`src/rtl/phase_ctrl.sv`:
```
// phase_ctrl: supervises the one-hot F/R/X/M/W phase sequence, handles HLT/debug halts
// Ports: clk, n_rst, phase, op_hlt, halt_req -> hlt, running, halted, err, inst_cnt, cyc_cnt
module phase_ctrl #(
   parameter int CNT_W = 16
) (
   input  logic             clk,
   input  logic             n_rst,
   input  logic [4:0]       phase,
   input  logic             op_hlt,
   input  logic             halt_req,
   output logic             hlt,
   output logic             running,
   output logic             halted,
   output logic             err,
   output logic [CNT_W-1:0] inst_cnt,
   output logic [CNT_W-1:0] cyc_cnt
);

   typedef enum logic [1:0] {
      IDLE   = 2'd0,
      RUN    = 2'd1,
      HALTED = 2'd2,
      ERROR  = 2'd3
   } state_t;

   localparam logic [4:0] PH_F = 5'b00001;
   localparam logic [4:0] PH_X = 5'b00100;
   localparam logic [4:0] PH_M = 5'b01000;
   localparam logic [4:0] PH_W = 5'b10000;
   localparam logic [CNT_W-1:0] ONE = {{(CNT_W-1){1'b0}}, 1'b1};

   state_t           state_q, state_d;
   logic [4:0]       prev_q, prev_d;
   logic             pend_q, pend_d;
   logic             hlt_q, hlt_d;
   logic             running_q, running_d;
   logic             halted_q, halted_d;
   logic             err_q, err_d;
   logic [CNT_W-1:0] inst_q, inst_d;
   logic [CNT_W-1:0] cyc_q, cyc_d;
   logic             legal;

   // W wraps back to F
   assign legal = (phase == {prev_q[3:0], prev_q[4]});

   always_comb begin
      state_d = state_q;
      prev_d  = prev_q;
      pend_d  = pend_q;
      inst_d  = inst_q;
      cyc_d   = cyc_q;
      unique case (state_q)
         IDLE: begin
            if (phase == PH_F) begin
               state_d = RUN;
               // seed the sequence checker so R is expected next
               prev_d  = PH_F;
            end else if (phase != 5'b0) begin
               state_d = ERROR;
            end
         end
         RUN: begin
            if (!(&cyc_q)) cyc_d = cyc_q + ONE;
            if (!legal) begin
               state_d = ERROR;
            end else begin
               prev_d = phase;
               if (phase == PH_W && !(&inst_q)) inst_d = inst_q + ONE;
               if ((phase == PH_X && op_hlt) || halt_req) pend_d = 1'b1;
               // hlt_q is only set on a legal M, so phase is W here
               if (hlt_q) state_d = HALTED;
            end
         end
         HALTED: begin
            if (phase != 5'b0) state_d = ERROR;
         end
         ERROR: begin
            state_d = ERROR;
         end
         default: begin
            state_d = ERROR;
         end
      endcase
      if (state_d != RUN) pend_d = 1'b0;

      running_d = (state_d == RUN);
      halted_d  = (state_d == HALTED);
      err_d     = (state_d == ERROR);
      // request the stop on M so the generator parks after this W
      hlt_d     = (state_d == ERROR) ||
                  (state_q == RUN && state_d == RUN && phase == PH_M &&
                   (pend_q || halt_req));
   end

   always_ff @(posedge clk or negedge n_rst) begin
      if (!n_rst) begin
         state_q   <= IDLE;
         prev_q    <= 5'b0;
         pend_q    <= 1'b0;
         hlt_q     <= 1'b0;
         running_q <= 1'b0;
         halted_q  <= 1'b0;
         err_q     <= 1'b0;
         inst_q    <= '0;
         cyc_q     <= '0;
      end else begin
         state_q   <= state_d;
         prev_q    <= prev_d;
         pend_q    <= pend_d;
         hlt_q     <= hlt_d;
         running_q <= running_d;
         halted_q  <= halted_d;
         err_q     <= err_d;
         inst_q    <= inst_d;
         cyc_q     <= cyc_d;
      end
   end

   assign hlt      = hlt_q;
   assign running  = running_q;
   assign halted   = halted_q;
   assign err      = err_q;
   assign inst_cnt = inst_q;
   assign cyc_cnt  = cyc_q;

endmodule

```
`config.mk`:
```
export PLATFORM = sky130hd
export DESIGN_NAME = phase_ctrl
export DESIGN_NICKNAME = d
export VERILOG_FILES = /design/src/rtl/phase_ctrl.sv
export SDC_FILE = /design/constraint.sdc
export NUM_CORES = 1
export LEC_CHECK = 0
export CAP_MARGIN = 40
export CORE_MARGIN = 2
export CORE_UTILIZATION = 45
export DETAILED_ROUTE_END_ITERATION = 8
export MAX_ROUTING_LAYER = met4
export PLACE_DENSITY = 0.75
export SLEW_MARGIN = 25
export SYNTH_ARGS = -nofsm -noshare
export SYNTH_HDL_FRONTEND = slang
export SYNTH_SLANG_ARGS = --single-unit
```
`constraint.sdc`:
```
create_clock -name clk -period 1.9 [get_ports clk]
set_clock_uncertainty 0.2 [all_clocks]
set_input_delay 0.38 -clock clk [delete_from_list [all_inputs] [get_ports clk]]
set_output_delay 0.38 -clock clk [all_outputs]
set_load 0.02 [all_outputs]
```
### Yosys cells after proc, flatten, opt, wreduce, memory -nomap -nowiden

Cells that the tools add are included.

* flip-flop bits (word level): 44
* bits of input ports: 9
* output and inout port bits: 36
* logic and storage cells: 59

* $add $sub $neg: 2
* equal/unequal tests: 14
* multiplexer cells: 12
* bitwise logic cells: 1
* reductions and logical operators: 21

Operator list (number)
* $add 16x1->16 const B: 2
* $reduce_and 16->1: 2
* $mux 5: 2
* $pmux 5 s2: 1
* $reduce_and 3->1: 3
* $eq 2x2->1 const B: 4
* $mux 2: 4
* $pmux 2 s4: 1
* $reduce_bool 2->1: 4
* $eq 5x1->1 const B: 1
* $eq 5x3->1 const B: 1
* $eq 5x4->1 const B: 1
* $eq 5x5->1: 1
* $eq 5x5->1 const B: 1
* $logic_and 1x1->1: 5
* $reduce_bool 5->1: 1
* $eq 2x1->1 const B: 2
* $mux 1: 4
* $ne 2x2->1 const B: 2
* $logic_or 1x1->1: 3
* $logic_not 2->1: 1
* $ne 2x1->1 const B: 1
* $reduce_and 2->1: 1
* $logic_not 1->1: 1
* $not 1->1: 1

### Longest topological paths before layout

Gate-level depths: netlist of run 1.

* depth after elaboration: 9
* depth in mapped cells: 7
* gate-level depth less buffers: 6

### Worst setup path after synthesis of run 1

OpenSTA, ideal clock, no wires.

* path type: register to register
* start point: register inst_q[11] (netlist: inst_cnt[11])
* end point: register inst_q[1] (netlist: inst_cnt[1])
* setup time: 0.125 ns
* data arrival time: 1.751 ns
* data required time: 1.575 ns
* setup slack: -0.176 ns
* cell stages (with the launch flop): 6
* path buffers: 1
* clock period less this slack: 2.076 ns
* cell sequence: dfrtp_1 > nand4_1 > or4_1 > o211a_1 > buf_6 > mux2_4

* longest elaborated chain between the ends: 4

Ends and longest elaborated chain
* start, declared: RTL line 39 `logic [CNT_W-1:0] inst_q, inst_d;`
* start signal, assigned: RTL line 114 `inst_q <= inst_d;`
* $reduce_and 16->1: RTL line 68 `if (phase == PH_W && !(&inst_q)) inst_d = inst_q + ONE;`
* $logic_not 1->1: RTL line 68
* $logic_and 1x1->1: RTL line 68
* $reduce_and 3->1 (no line)

No other way between the ends.
A chain may end at the register's enable or synchronous reset.

### Worst setup path after layout of run 1

* start point: register inst_q[12] (netlist: inst_cnt[12])
* end point: register inst_q[1] (netlist: inst_cnt[1])

Same word-level chain as after synthesis.

==> flow_summary_export.csv, run 1 <==
group,metric,value,unit
outcome,status,"finished with violations",
outcome,violations,"setup timing",
setup_path,reg2reg_from,"inst_cnt[12]",
global_routing,grt_pass1_vias,1953,
setup_path,cp_max_fo,4,
yosys,syn_avg_cell_area,10.70,um^2
timing,worst_pin_slew,0.5410,ns
clock_network,cts_buffer_depth,2,
setup_path,path_cells,"nand4_1 -> or4_4 -> o211a_4 -> buf_6 -> mux2_4",
finish,fill_cells,263,
yosys,synth_edf_count,0,
timing,fmax,493.4,MHz
drt,wl_per_cell,17.59,um
placed_design,placed_area,3042,um^2
clock_network,ctsRootBufferMaster,"clkbuf_8",
drt,drc_errors,0,
drt,ant_nets,0,
die,core_area,4444,um^2
global_routing,grt_use_total,23.14,%
drt,dr.pass1.iters,4,
timing,worst_slack,-0.1268,ns
placed_design,place_congestion,0.8092,
yosys,synthSimpleGateAreaFrac,22.85,%
job,drv_cap,0,
setup_path,slowest_delay,0.52,ns
yosys,async_flop_share,100.0,%
setup_path,setup.worst_path.start,"inst_cnt[12]",
die,rows,24,
timing,hold_viol,0,
yosys,yosys_register_bits,44,
clock_network,htreeDepth,2,
finish,final_area,3436,um^2
power,p_clk_share,38.2,%
finish,layout-drive-gt1-share,42.39,%
setup_path,crit_path_start_kind,"register",
yosys,syn_nets,209,
yosys,synth_top_family_by_area,"simple AND/OR/NAND/NOR gates",
power,p_sw_share,23.38,%
setup_path,cpLargestDelayFamily,"simple AND/OR/NAND/NOR gates",
drt,via_per_inst,5.529,
die,io_pins,45,
yosys,yosysWarnings,0,
yosys,yosysUniqueCellTypes,43,
placed_design,hpwl,3781,um
yosys,syn_inst,198,
power,p_switching,0.3872,mW
yosys,synthMuxAreaShare,2.302,%
setup_path,critical-path-slowest-cell,"or4_4",
placed_design,port_buffers,44,
yosys,synthFlopType,"dfrtp_1",
finish,final_core_util,77.31,%
timing,setup_viol,18,
die,start_util,47.69,%
die,die_area,5275,um^2
clock_network,clk-insertion-delay-late,0.31,ns
drt,via_count,1996,
power,power_frac_comb,5.3,%
global_routing,antenna_found_initial,0,
finish,final_nets,319,
global_routing,grt_first_pass_wirelength,9108,um
clock_network,cts-buffers-inserted,5,
yosys,synth_compound_area_share,7.143,%
drt,routed_wl,6351,um
timing,holdWs,0.2949,ns
yosys,synthAdderAreaFrac,1.181,%
power,power_frac_seq,56.5,%
setup_path,critPathArrivalTime,2.01,ns
power,p_int,1.269,mW
power,totalPowerFinal,1.656,mW
power,powerDensity,482.0,nW/um^2
setup_path,crit_path_end_kind,"register",
setup_path,worstSetupPathType,"reg -> reg",
finish,antenna_cells,0,
setup_path,crit_buf_inv,1,
die,die_width,72.63,um
clock_network,cts_tree,"built",
setup_path,crit_required,1.89,ns
yosys,synth_area,2120,um^2
yosys,ys_seq_area_share,51.95,%
power,cellLeakagePower,1.736,nW
timing,slew_headroom,63.94,%
die,die_h,72.63,um
clock_network,clock_sinks,44,
timing,rsz0062_at_grt,"yes",
hold_path,min_from,"inst_cnt[5]",
global_routing,grt_max_degree,45,
global_routing,grt_overflow,0,
timing,fin_crit,2.027,ns
clock_network,clk_pin_slew,0.09,ns
timing,post-route-period-util,106.7,%
hold_path,hp-class,"reg -> reg",
power,peakVddDrop,0.5034,mV
drt,drt_iter0_drc,150,
yosys,synthXorXnorAreaFrac,12.40,%
finish,area_delta_synth_final,62.10,%
timing,report.final.slew_viol_count,0,
-- synth_stat cells, types with 2 or more instances --
cell | n | area [um^2]
and4_1 | 2 | 17.52
and3_1 | 5 | 31.28
mux2_2 | 2 | 22.52
xnor2_1 | 14 | 122.6
a32oi_1 | 2 | 17.52
nor2_1 | 14 | 52.55
a31oi_1 | 2 | 12.51
and2_1 | 3 | 18.77
nand2_1 | 14 | 52.55
nor3_1 | 10 | 50.05
nor3b_1 | 2 | 15.01
nor2b_1 | 4 | 25.02
nand2b_1 | 3 | 18.77
nor4_1 | 3 | 18.77
xor2_1 | 16 | 140.1
inv_1 | 6 | 22.52
nand4_1 | 10 | 62.56
ha_1 | 2 | 25.02
nand3_1 | 10 | 50.05
dfrtp_1 | 44 | 1101
a22o_1 | 5 | 43.79
a21oi_1 | 4 | 20.02
-- metal layers --
metal,share of wire (%),GRT usage (%),vias to the layer above,routed length [um]
li1,-,-,920,-
met5,0,-,-,0
met4,2.4,6.790,0,153
met1,41,29.26,1002,2625
met2,52,37.68,59,3319
met3,4.0,4.972,15,253
-- kinds of logic after synthesis --
| kind of cell | count (synthesis) |
|---|---|
| flops | 44 |
| compound gates | 20 |
| fa+ha+maj | 2 |
| simple gates | 88 |
| mux | 4 |
| buf+inv | 10 |
| xor+xnor | 30 |
-- cell usage in the layout (no fill, tap or decap), types with 3 or more instances in the layout --
cell	n
buf_4	54
dlygate4sd2_1	31
dfrtp_1	29
dfrtp_2	15
xor2_1	14
nand2_1	13
xnor2_1	12
nor2_1	10
nand4_1	10
nor3_2	7
nand3_1	7
inv_1	6
clkbuf_8	6
buf_6	6
a22o_1	5
clkdlybuf4s50_1	5
and3_1	4
dlymetal6s2s_1	4
nor2b_1	3
a21oi_1	3
nor2_2	3
mux2_4	3
-- power groups by stage --
stage                     Clock [mW]  Combinational [mW]  Sequential, mW
final                          0.633              0.0880           0.935
after global routing           0.667              0.0959           0.935
after CTS                      0.623              0.0821           0.935
after detailed placement           0              0.0794           0.954
after global placement             0              0.0767           0.954
after floorplan                    0              0.0121           0.954
-- metrics by stage --
step | setup TNS, ns | cells | setup WS [ns]
after floorplan | -0.09115 | 198 | -0.09115
after global placement | -12.10 | 345 | -0.5787
after detailed placement | -13.26 | 345 | -0.5956
after CTS | -0.1384 | 356 | -0.08599
after global routing | -2.151 | 361 | -0.1748
final | -0.8143 | 361 | -0.1268
-- state kept, by name, summed over array words and instances, names as in the netlist --
register and cells:
cyc_cnt 16, err 1, halted 1, hlt 1, inst_cnt 16, pend_q 1
prev_q 5, running 1, state_q 2
-- repair_timing --
action	in CTS	in global routing
hold endpoints to repair	44	0
setup endpoints to repair	57	37
buffers inserted	2	5
hold buffers	1	0
resized for setup	55	43
pin swaps	8	21
-- final timing paths --
path / to / slack, ns / depth (start not counted)
min: inst_cnt[5] / 0.29 / 1
min in group asynchronous: cyc_cnt[1] / 0.37 / 3
min reg2reg: inst_cnt[5] / 0.29 / 1
max in group asynchronous: inst_cnt[0] / 0.89 / 3
max: inst_cnt[1] / -0.13 / 5
max reg2reg: inst_cnt[1] / -0.13 / 5
-- layout make-up --
| cell class | instances | area (um^2) | area share [%] |
|---|---|---|---|
| well taps | 52 | 65.06 | 1.894 |
| inverters | 7 | 26.28 | 0.7647 |
| clock inverters | 1 | 7.507 | 0.2185 |
| multi-input cells | 144 | 1236 | 35.98 |
| clock buffers | 7 | 86.33 | 2.513 |
| flip-flops and latches | 44 | 1120 | 32.59 |
| repair buffers | 106 | 894.6 | 26.04 |
(Power assumes the default switching activity.)
==> run 2: changes to the inputs <==
--- a/config.mk
+++ b/config.mk
@@ -6,9 +6,11 @@
 export NUM_CORES = 1
 export LEC_CHECK = 0
 export CAP_MARGIN = 40
+export CORE_ASPECT_RATIO = 2
 export CORE_MARGIN = 2
 export CORE_UTILIZATION = 45
 export DETAILED_ROUTE_END_ITERATION = 8
+export GPL_TIMING_DRIVEN = 0
 export MAX_ROUTING_LAYER = met4
 export PLACE_DENSITY = 0.75
 export SLEW_MARGIN = 25
==> run 2 against run 1 <==
Net effect: the flow still finishes with violations (setup timing); cell count down 8.9%; clock power about the same; sequential share of layout area grew 2.7 points; fmax about the same; worst hold slack lost 0.053 ns; combinational power decreased by 24%; sequential power about the same; worst setup slack worse by 0.00071 ns; via count shrank 9.8%; first-iteration DRC count is 80% lower; register-to-register slack about the same.
==> flow_summary_export.csv, run 2 (synthesis gave the netlist of run 1 again) <==
group,metric,value,unit
finish,final_area,3173,um^2
setup_path,reg2reg_from,"inst_cnt[6]",
timing,fin_crit,2.027,ns
finish,final-seq-area,1121,um^2
placed_design,hpwl,3423,um
drt,via_count,1800,
finish,final_nets,284,
clock_network,cts_buffer_depth,2,
die,core_area,4554,um^2
setup_path,crit_path_end_kind,"register",
finish,fill_cells,361,
clock_network,clk_pin_slew,0.08,ns
timing,worst_pin_slew,0.5335,ns
finish,area_delta_synth_final,49.70,%
power,cellLeakagePower,1.762,nW
outcome,violations,"setup timing",
timing,rsz0062_at_grt,"yes",
placed_design,dp_cells,298,
die,io_pins,45,
timing,report.final.slew_viol_count,0,
global_routing,grt_use_total,20.33,%
timing,worst_slack,-0.1275,ns
timing,post-route-period-util,106.7,%
clock_network,clock_sinks,44,
finish,multi_input_area,1202,um^2
global_routing,grt_use_met1,21.14,%
finish,final_common_cell,"dfrtp_1",
setup_path,setup.worst_path.start,"inst_cnt[6]",
drt,drc_errors,0,
timing,fmax,493.2,MHz
power,powerDensity,514.6,nW/um^2
hold_path,worstHoldEndpoint,"prev_q[3]",
placed_design,placed_area,2676,um^2
timing,holdWs,0.2417,ns
global_routing,grt_max_degree,24,
setup_path,cp_max_fo,5,
drt,routed_wl,5244,um
clock_network,cts-buffers-inserted,5,
clock_network,htreeDepth,2,
setup_path,critPathArrivalTime,2.01,ns
job,drv_cap,0,
global_routing,antenna_found_initial,0,
finish,layout_common_cells,"dfrtp_1, buf_4, dlygate4sd2_1",
power,totalPowerFinal,1.633,mW
global_routing,grt_use_met3,3.264,%
finish,antenna_cells,0,
finish,final_core_util,69.67,%
clock_network,ctsRootBufferMaster,"clkbuf_8",
drt,drt_iter0_drc,30,
global_routing,met2_usage,36.63,%
die,die_h,101.1,um
outcome,status,"finished with violations",
setup_path,crit_required,1.88,ns
global_routing,grt_pass1_vias,1717,
timing,slew_headroom,64.43,%
clock_network,cts_tree,"built",
hold_path,whs_path_depth,2,
finish,fin_cells,329,
global_routing,grt-busiest-layer,"met2",
setup_path,ff2ff_path_depth,5,
timing,setup_viol,12,
finish,layout-drive-gt1-share,34.67,%
die,start_util,46.54,%
power,peakVddDrop,0.5395,mV
setup_path,rrSetupSlack,-0.13,ns
global_routing,grt_first_pass_wirelength,7859,um
hold_path,hp-class,"in -> reg",
drt,via_per_inst,5.471,
die,die_width,52.53,um
setup_path,worstSetupPathType,"reg -> reg",
timing,hold_viol,0,
placed_design,port_buffers,44,
setup_path,crit_path_start_kind,"register",
drt,wl_per_cell,15.94,um
drt,ant_nets,0,
placed_design,place_congestion,0.7915,
drt,dr.pass1.iters,5,
global_routing,grt_overflow,0,
die,rows,35,
setup_path,reg2reg_to,"inst_cnt[1]",
die,die_area,5308,um^2
hold_path,min_from,"phase[3]",
clock_network,clk-insertion-delay-late,0.29,ns
-- run 2: changes by cell type in the layout (fill, tap and decap cells not counted), sizes merged --
cell	delta
dlymetal6s2s	+10
clkbuf	+4
clkinvlp	-1
dlygate4sd2	-12
buf	-36
-- run 2: timing repair --
action / in CTS / in global routing
hold endpoints to repair: 21 / 0
hold buffers: 1 / 0
resized for setup: 39 / 57
setup buffers: 14 / 8
pin swaps: 9 / 15
cloned: 0 / 1
endpoints found under the setup margin: 56 / 47
-- run 2: cell type report --
cell class	instances	share of cell area [%]
Buffer	2	0.5915
Inverter	7	0.8281
Timing Repair Buffer	69	20.03
Clock buffer	8	3.155
Sequential cell	44	35.33
Tap cell	55	2.169
Multi-Input combinational cell	144	37.89
-- run 2: worst max-delay path by stage --
stage	end	slack [ns]	cells after the start
floorplan	inst_cnt[1]	-0.09	5
global placement	inst_cnt[13]	-1.12	1
detailed placement	inst_cnt[12]	-0.70	6
CTS	inst_cnt[1]	-0.11	5
global route	inst_cnt[1]	-0.20	5
finish	inst_cnt[1]	-0.13	5
-- run 2: per-stage QoR --
stage | setup TNS, ns | setup slack, ns
after global placement | -58.49 | -1.118
final | -0.3722 | -0.1275
after global routing | -1.374 | -0.1952
after floorplan | -0.09115 | -0.09115
after detailed placement | -15.14 | -0.7004
after CTS | -0.3134 | -0.1064
-- run 2: worst max-delay path: stages (launching register included) --
cell and delay [ns]:
dfrtp_2 0.40, nand4_1 0.16, or4_4 0.46, o211a_4 0.27
buf_6 0.13, mux2_4 0.29
-- run 2: per-layer routing --
metal / wire length (um) / share of wire, %
met2: 3112 / 59
met5: 0 / 0
met3: 214 / 4.1
met4: 142 / 2.7
met1: 1775 / 34
-- run 2: power by group --
group	switching, mW	internal (mW)	leakage [nW]	total [mW]
sequential	0	0.935	0.560	0.935
combinational	0.0432	0.0238	1.15	0.0669
clock	0.299	0.332	0.0515	0.631
total	0.342	1.29	1.76	1.63
